--- config.mk ---
export PLATFORM = sky130hd
export DESIGN_NAME = c2c_store_buffer
export DESIGN_NICKNAME = d
export VERILOG_FILES = /design/src/rtl/c2c_store_buffer.sv
export SDC_FILE = /design/constraint.sdc
export NUM_CORES = 1
export LEC_CHECK = 0
export CORE_ASPECT_RATIO = 0.75
export CORE_MARGIN = 2
export CORE_UTILIZATION = 43
export DETAILED_ROUTE_END_ITERATION = 10
export DONT_BUFFER_PORTS = 1
export GPL_ROUTABILITY_DRIVEN = 0
export PLACE_DENSITY = 0.6
export SLEW_MARGIN = 10
export SYNTH_ARGS = -nofsm -noshare
export SYNTH_HDL_FRONTEND = slang
export SYNTH_SLANG_ARGS = --single-unit
--- constraint.sdc ---
create_clock -name clk -period 2.8 [get_ports clk]
set_clock_uncertainty 0.1 [all_clocks]
set_input_delay 0.56 -clock clk [delete_from_list [all_inputs] [get_ports clk]]
set_output_delay 0.56 -clock clk [all_outputs]
set_load 0.05 [all_outputs]
--- src/rtl/c2c_store_buffer.sv ---
// c2c_store_buffer
//
// Posted-write buffer placed directly after the core's c2c_w slave port.
// Core writes are acknowledged in the same cycle while space remains, held
// in order in a small circular FIFO, and drained one at a time to the
// cache/memory-side write port.
//
// The downstream port uses a hold-until-ack strobe handshake. Occupancy is
// reported so the core can hold fences until every posted write has retired.
//
// Parameters
//   XLEN   address/data width, a multiple of 8
//   DEPTH  number of buffered writes, a power of two, >= 2
//
// Ports
//   clk, reset_n              single rising-edge clock, async active-low reset
//   c_we, c_sel, c_addr,      core write request (c2c_w.slave)
//   c_data
//   c_ack                     write accepted this cycle
//   m_stb                     downstream write request valid
//   m_sel, m_addr, m_data     head entry, stable while m_stb && !m_ack
//   m_ack                     downstream write complete
//   empty                     no writes pending
//   count                     buffered entries, including the head
module c2c_store_buffer #(
   parameter int XLEN  = 32,
   parameter int DEPTH = 4
) (
   input  logic                     clk,
   input  logic                     reset_n,
   input  logic                     c_we,
   input  logic [XLEN/8-1:0]        c_sel,
   input  logic [XLEN-1:0]          c_addr,
   input  logic [XLEN-1:0]          c_data,
   output logic                     c_ack,
   output logic                     m_stb,
   output logic [XLEN/8-1:0]        m_sel,
   output logic [XLEN-1:0]          m_addr,
   output logic [XLEN-1:0]          m_data,
   input  logic                     m_ack,
   output logic                     empty,
   output logic [$clog2(DEPTH):0]   count
);

   localparam int PW = $clog2(DEPTH);
   localparam int CW = PW + 1;
   localparam int SW = XLEN / 8;
   localparam logic [CW-1:0] FULL_COUNT = CW'(DEPTH);

   logic [SW-1:0]   sel_mem  [DEPTH];
   logic [XLEN-1:0] addr_mem [DEPTH];
   logic [XLEN-1:0] data_mem [DEPTH];

   logic [PW-1:0]   wr_ptr;
   logic [PW-1:0]   rd_ptr;
   logic [CW-1:0]   count_q;

   logic            push;
   logic            pop;

   // Acceptance depends only on c_we and registered occupancy. A pop in the
   // same cycle deliberately does not free a slot, so there is no m_ack to
   // c_ack combinational path.
   assign c_ack = c_we && (count_q != FULL_COUNT);

   // A zero byte-enable write is acknowledged but never stored.
   assign push  = c_ack && (c_sel != '0);
   assign pop   = m_stb && m_ack;

   assign m_stb  = (count_q != '0);
   assign empty  = (count_q == '0);
   assign count  = count_q;

   assign m_sel  = sel_mem[rd_ptr];
   assign m_addr = addr_mem[rd_ptr];
   assign m_data = data_mem[rd_ptr];

   // NOTE: storage carries no reset; occupancy alone decides which entries
   // are valid, so this block needs no reset branch.
   always_ff @(posedge clk) begin
      if (push) begin
         sel_mem[wr_ptr]  <= c_sel;
         addr_mem[wr_ptr] <= c_addr;
         data_mem[wr_ptr] <= c_data;
      end
   end

   // NOTE: non-blocking assignments let every register see pre-edge values,
   // which simultaneous push and pop depend on.
   always_ff @(posedge clk or negedge reset_n) begin
      if (!reset_n) begin
         wr_ptr  <= '0;
         rd_ptr  <= '0;
         count_q <= '0;
      end else begin
         // Pointers wrap naturally at DEPTH because DEPTH is a power of two.
         if (push) wr_ptr <= wr_ptr + PW'(1);
         if (pop)  rd_ptr <= rd_ptr + PW'(1);
         case ({push, pop})
            2'b10:   count_q <= count_q + CW'(1);
            2'b01:   count_q <= count_q - CW'(1);
            default: count_q <= count_q;
         endcase
      end
   end

endmodule

### Word level (Yosys, flattened, before mapping)

Memories as Yosys holds them, arrays and structs flattened.
Index checks and enable logic that the tools add are counted.

* flip-flop bits (word level): 7
* memory bits (writable): 272
* bits of input ports: 72
* output and inout bits: 74
* word-level logic and storage cells: 23
* memories: 3

Memory list
* addr_mem: depth 4, width 32, read ports 1, clocked after Yosys merged registers in 0, wr ports 1, line 51 `logic [XLEN-1:0] addr_mem [DEPTH];`
* data_mem: depth 4, width 32, read ports 1, clocked after Yosys merged registers in 0, wr ports 1, line 52 `logic [XLEN-1:0] data_mem [DEPTH];`
* sel_mem: depth 4, width 4, read ports 1, clocked after Yosys merged registers in 0, wr ports 1, line 50 `logic [SW-1:0] sel_mem [DEPTH];`

* $add $sub $neg: 4
* equality and inequality tests: 3
* multiplexer cells: 3
* reductions and logical operators: 7

Operator list (number)
* $pmux 3 s2: 1
* $add 2x1->2 const B: 2
* $reduce_bool 4->1: 1
* $add 3x1->3 const B: 1
* $logic_and 1x1->1: 3
* $logic_not 3->1: 1
* $ne 3x3->1 const B: 1
* $reduce_bool 3->1: 1
* $sub 3x1->3 const B: 1
* $eq 2x1->1 const B: 1
* $eq 2x2->1 const B: 1
* $mux 1: 2
* $reduce_bool 2->1: 1

### Depth between registers and ports, before layout

Gate-level depths: netlist of the first run.

* depth after elaboration: 5
* depth in mapped cells: 9

### Worst setup path after synthesis of the first run

No wires, ideal clock.

* path kind: reg2reg
* start point: register count_q[0] (netlist: count[0])
* end point: memory addr_mem[0][0], enable pin
* library setup time: 0.433 ns
* arrival time: 2.816 ns
* path slack: -0.550 ns
* stages on the path, launching flop included: 4
* cell sequence: dfrtp_1 > nor2_2 > a211oi_4 > and2_1

* longest elaborated chain between the ends: 5

RTL lines
* from (decl): line 56 `logic [CW-1:0] count_q;`
* from (signal assigned): line 100 `2'b10: count_q <= count_q + CW'(1);`
* from (signal assigned): line 101 `2'b01: count_q <= count_q - CW'(1);`
* from (signal assigned): line 102 `default: count_q <= count_q;`
* $ne 3x3->1: line 64 `assign c_ack = c_we && (count_q != FULL_COUNT);`
* $logic_and 1x1->1: line 64
* $logic_and 1x1->1: line 67 `assign push = c_ack && (c_sel != '0);`
* $mux 1: line 81 `if (push) begin`
* $mux 1 (implied by the code): line 83 `addr_mem[wr_ptr] <= c_addr;`
* to (decl): line 51

Every way passes these cells.

### Worst setup path after layout of the first run

* start point: register count_q[2] (netlist: count[2])
* end point: output port empty

* longest elaborated chain between the ends: 1

RTL lines
* $logic_not 3->1: line 71 `assign empty = (count_q == '0);`
* to (decl): line 41 `output logic empty,`

Every way passes these cells.

==> results of run 1 <==
-- metal layers --
layer | vias to the layer above | share of wire (%) | wire length (um)
li1 | 1756 | - | -
met1 | 2177 | 41 | 7280
met2 | 116 | 48 | 8420
met3 | 27 | 9.0 | 1600
met4 | 0 | 2.2 | 385
met5 | - | 0 | 0
-- synthesized netlist by cell type --
cell type / number
a211oi_4: 1
a21oi_1: 1
and2_1: 4
buf_2: 7
buf_4: 1
buf_6: 8
dfrtp_1: 7
edfxtp_1: 272
fa_1: 1
ha_1: 5
inv_1: 8
mux2_4: 1
mux2i_1: 1
mux4_2: 68
nand2_1: 1
nor2_1: 1
nor2_2: 1
nor4_2: 1
o31a_2: 1
or3_2: 1
xnor2_1: 3
xor2_1: 3
-- cell families (layout without fill, tap and decap cells) --
kind of cell | Yosys count | in the layout | synth area share, %
simple gates | 9 | 9 | 0.571
fa+ha+maj | 6 | 6 | 0.802
xor+xnor | 6 | 6 | 0.511
compound gates | 3 | 3 | 0.340
buf+inv | 24 | 75 | 1.58
mux | 70 | 70 | 15.1
flops | 279 | 279 | 81.1
-- critical path: stages (launching register included) --
cell     delay [ns]
dfrtp_1        0.45
buf_4          0.23
or3_2          0.50
inv_1          0.34
-- cells in the final DEF, fill, tap and decap left out --
cell type / netlist / routed
bufinv_16: 0 / 2
clkbuf_16: 0 / 28
mux4_2: 68 / 68
nor4_2: 1 / 1
nor2_1: 1 / 1
a211oi_4: 1 / 1
mux2i_1: 1 / 1
mux2_4: 1 / 1
edfxtp_1: 272 / 272
dfrtp_4: 0 / 2
ha_1: 5 / 5
a21oi_1: 1 / 1
clkbuf_1: 0 / 4
inv_1: 8 / 8
buf_6: 8 / 1
xnor2_1: 3 / 3
clkinv_4: 0 / 1
buf_4: 1 / 7
fa_1: 1 / 1
clkinv_2: 0 / 5
nor2_2: 1 / 1
or3_2: 1 / 1
buf_16: 0 / 1
clkinv_1: 0 / 7
and2_4: 0 / 4
o31a_2: 1 / 1
buf_12: 0 / 8
dlygate4sd3_1: 0 / 1
xor2_1: 3 / 3
clkinvlp_4: 0 / 2
dfrtp_1: 7 / 5
nand2_1: 1 / 1
-- stage by stage --
| step | utilization (%) | hold slack, ns | cell area, sq um | cells |
|---|---|---|---|---|
| after global placement | 46.4 | 0.165 | 10800 | 698 |
| after detailed placement | 46.4 | 0.165 | 10800 | 698 |
| final | 50.2 | 0.0344 | 11700 | 748 |
| after CTS | 50.0 | 0.00662 | 11600 | 747 |
| after floorplan | - | 0.164 | 10300 | 397 |
| after global routing | 50.2 | 0.00408 | 11700 | 748 |
-- path summary, 6_finish.rpt --
kind / start / to / slack (ns) / depth (start not counted)
setup / recovery: count[2]$_DFFE_PN0P_ / empty / 0.11 / 3
hold / removal: c_data[8] / data_mem[2][8]$_DFFE_PP_ / 0.03 / 0
setup reg to reg: count[1]$_DFFE_PN0P_ / count[2]$_DFFE_PN0P_ / 0.67 / 9
hold reg to reg: count[0]$_DFFE_PN0P_ / count[0]$_DFFE_PN0P_ / 0.49 / 1
max in group asynchronous: reset_n / rd_ptr[1]$_DFFE_PN0P_ / 2.04 / 1
min in group asynchronous: reset_n / count[2]$_DFFE_PN0P_ / 0.28 / 1
-- final cells by class --
| cell class | instances | area [sq um] |
|---|---|---|
| multi-input combinational | 94 | 1800 |
| timing repair buffer | 19 | 287 |
| fill | 1821 | 11600 |
| clock inverter | 17 | 135 |
| clock buffer | 31 | 691 |
| inverter | 8 | 30.0 |
| tap | 300 | 375 |
| sequential | 279 | 8350 |
-- flip-flops by register name, indices dropped and copies added (netlist names) --
name and cells:
rd_ptr 2, addr_mem 128, sel_mem 16, wr_ptr 2
count 3, data_mem 128
-- timing repair --
item	in CTS	in global routing
endpoints found under the hold margin	7	0
gates resized for setup	1	1
gates cloned	0	1
hold buffers	1	0
endpoints found under the setup margin	20	44
==> impl_metrics.ini, run 1 <==
[yosys]
ys_top_cells_by_area = edfxtp_1 79%, mux4_2 15%, dfrtp_1 1.7%
synth-seq-cells = 279
synth_top_area_share_pct = 79.4
ys.warnings.count = 0
synthesis.area_sq_mm = 0.0103
synthesis.nets = 475
synthCells = 397
synth_top_cell_by_area = edfxtp_1
synth.distinct_cells = 22
avgSynthCellArea_sq_um = 25.9
yosysSeqAreaShare_pct = 81.1

[worst_setup_path]
path_max_fanout = 4
critical_path.endpoint_type = output port
required_ns = 2.14
critPathLaunchType = flop
criticalPathCategory = flop to output port
cp.arrival_ns = 2.03

[placement]
port_buffers = 0
dp_hpwl_mm = 10.3
place_worst_setup_slack_ns = 0.418

[grt]
grt_pass1_wl_mm = 26.4
antenna_found_initial = 0
grt_overflow = 0
grt_usage_pct = 14.1
first_global_vias = 4410
top_usage_layer = met2
grt_max_degree = 47
grt_util_met3_pct = 5.75
use_met1_pct = 17.6
grtUsageMet2_pct = 23.3

[detailed_routing]
drt_iter0_drc = 248
ant_nets = 0
drc = 0
drt_wl_total_mm = 17.7
avgRoutedWirePerCell_um = 23.6
vias = 4076
firstDrtPassIters = 4
vias_per_cell = 5.45

[die]
chipWidth_um = 183
io_pins = 146
dieArea_sq_mm = 0.0252
fp.coreArea_sq_mm = 0.0232
std_cell_rows = 48
start_util_pct = 44.3
dieHeight_um = 138

[sta]
max_freq_mhz = 372
setup_tns_ns = 0
period_share_pct = 95.9
rsz0062_at_grt = no
maxSlewViolCount = 0
fin_ws_ns = 0.114
timing.final.crit_period_ns = 2.69
slew-limit-headroom_pct = 68.4
finalHoldViolCount = 0
worstMarginPinSlew_ns = 0.474
finalSetupViolCount = 0

[clock_network]
cts_setup_buffers = 0
cts-root-buf = clkbuf_16
htreeDepth = 1
cts_num_sinks = 279
clock_latency_ns = 0.51
cts_tree = built
cts_buffers = 27
clkTransAtPathRegs_ns = 0.06
clk_path_buf_depth = 3

[cells_and_area]
final_layout_size_suffix_gt1_share_pct = 30.1
antenna_cells = 0
nets = 507
syn_to_final_growth_pct = 13.3

[status]
outcome = finished clean

[run]
drv_cap = 0

[hold_path]
hold_path_class = input pin to flop
Power of run 1 is not shown: default switching activity piles up to over one toggle a cycle in this logic, so the estimate is an artifact.
==> run 2, diff against run 1 <==
- CORE_UTILIZATION: 43 -> 56
- CTS_CLUSTER_SIZE: unset -> 8
- PLACE_DENSITY: 0.6 -> 0.74
==> impl_metrics.ini, run 2 (same netlist as run 1, synthesis figures left out) <==
[detailed_routing]
vias_per_cell = 6.04
ant_nets = 0
firstDrtPassIters = 4
vias = 4222
drt_iter0_drc = 260
drc = 0
drt_wl_total_mm = 18.7
avgRoutedWirePerCell_um = 26.7

[clock_network]
clk_path_buf_depth = 3
clock_latency_ns = 0.50
cts_buffers = 40
clkTransAtPathRegs_ns = 0.05
cts_num_sinks = 279
cts-root-buf = clkbuf_16
htreeDepth = 2
cts_tree = built

[sta]
rsz0062_at_grt = no
maxSlewViolCount = 0
finalHoldViolCount = 0
max_freq_mhz = 375
finalSetupViolCount = 0
worstMarginPinSlew_ns = 0.492
slew-limit-headroom_pct = 67.2
period_share_pct = 95.3
timing.final.crit_period_ns = 2.67
setup_tns_ns = 0

[worst_setup_path]
critical_path.endpoint_type = output port
required_ns = 2.14
cp.arrival_ns = 2.01
path_max_fanout = 4
slowest_delay_ns = 0.50
crit_chain = buf_4, or3_2, inv_1
criticalPathCategory = flop to output port
rrSetupSlack_ns = 0.72
r2r-start = count[1]$_DFFE_PN0P_
cp.depth = 3
cp_slowest_cell = or3_2
critPathLaunchType = flop
cp_num_buf_inv = 2
critPathTopFamily = buffers and inverters
rr_worst_depth = 8
timing.rr.end = count[2]$_DFFE_PN0P_

[cells_and_area]
layout_commonest_cell = edfxtp_1
top_regs = addr_mem: 128 flops, data_mem: 128 flops, sel_mem: 16 flops
final_layout_size_suffix_gt1_share_pct = 32.4
antenna_cells = 0
final_cell_mix = 272 x edfxtp_1, 68 x mux4_2, 41 x clkbuf_16
final_area_sq_mm = 0.0119
nets = 527
syn_to_final_growth_pct = 15.6
fill_cells = 1075

[grt]
first_global_vias = 4712
grt_usage_pct = 20.0
grt_pass1_wl_mm = 28.3
grt_overflow = 0
antenna_found_initial = 0
grt_max_degree = 37

[hold_path]
worstHoldStart = c_data[14]
holdPathStages = 0
hold_path_class = input pin to flop
worst_hold_path.endpoint = data_mem[1][14]$_DFFE_PP_

[die]
chipWidth_um = 161
io_pins = 146
dieHeight_um = 121
std_cell_rows = 42
start_util_pct = 57.8
dieArea_sq_mm = 0.0195
fp.coreArea_sq_mm = 0.0178

[run]
drv_cap = 0

[placement]
port_buffers = 0
dp_hpwl_mm = 10.9
post_dp_cell_area_sq_mm = 0.0108

[status]
outcome = finished clean
-- run 2: cell count changes in the layout (fill, tap and decap cells not counted) --
| cell | before | now |
|---|---|---|
| inv_6 | 0 | 2 |
| clkinvlp_4 | 2 | 0 |
| clkinv_4 | 1 | 0 |
| clkbuf_16 | 28 | 41 |
| buf_4 | 7 | 14 |
| buf_12 | 8 | 10 |
| bufinv_16 | 2 | 0 |
| clkinv_2 | 5 | 0 |
| buf_6 | 1 | 0 |
| clkinv_1 | 7 | 0 |
| clkbuf_1 | 4 | 7 |
-- run 2: worst max path at each step --
| stage | start | endpoint |
|---|---|---|
| 2_1_floorplan | count[0]$_DFFE_PN0P_ | addr_mem[0][0]$_DFFE_PP_ |
| 3_3_place_gp | c_sel[1] | count[2]$_DFFE_PN0P_ |
| 3_5_place_dp | c_sel[1] | count[2]$_DFFE_PN0P_ |
| 4_1_cts | count[2]$_DFFE_PN0P_ | empty |
| 5_1_grt | count[2]$_DFFE_PN0P_ | empty |
| 6_report | count[2]$_DFFE_PN0P_ | empty |
-- run 2: timing repair --
action / CTS / global route
hold buffers: 1 / 0
buffers inserted: 4 / 0
setup endpoints to repair: 49 / 0
resized for setup: 0 / 0
hold endpoints to repair: 7 / 0
-- run 2: through the flow --
stage          worst slack (ns)  util, %  hold slack [ns]  cells
2_1_floorplan             0.183        -            0.164    397
3_3_place_gp              0.468     60.4            0.165    644
3_5_place_dp              0.400     60.4            0.165    644
4_1_cts                   0.106     66.8           0.0214    699
5_1_grt                  0.0756     66.8           0.0213    699
6_report                  0.131     66.8           0.0404    699
-- run 2: layout make-up --
class | count | area [sq um] | area share [%]
clock inverters | 2 | 17.5 | 0.147
multi-input cells | 94 | 1800 | 15.1
flip-flops and latches | 279 | 8350 | 70.2
inverters | 8 | 30.0 | 0.253
well taps | 242 | 303 | 2.55
repair buffers | 26 | 343 | 2.88
clock buffers | 48 | 1050 | 8.85
-- run 2: metal layers --
metal	GRT usage, %	wire length (um)	vias to the layer above
li1	-	-	1782
met2	30.5	8670	181
met4	6.25	361	0
met3	9.64	2230	37
met5	0	0	-
met1	25.6	7420	2222
-- run 2: worst reg2reg max path, stage by stage, from the launching register on --
cell and delay (ns):
dfrtp_1 0.37, buf_4 0.23, o31a_2 0.20, ha_1 0.19, inv_1 0.06, fa_1 0.38
xor2_1 0.15, nor2_1 0.13, xor2_1 0.18
Power of run 2 is left out for the same reason.
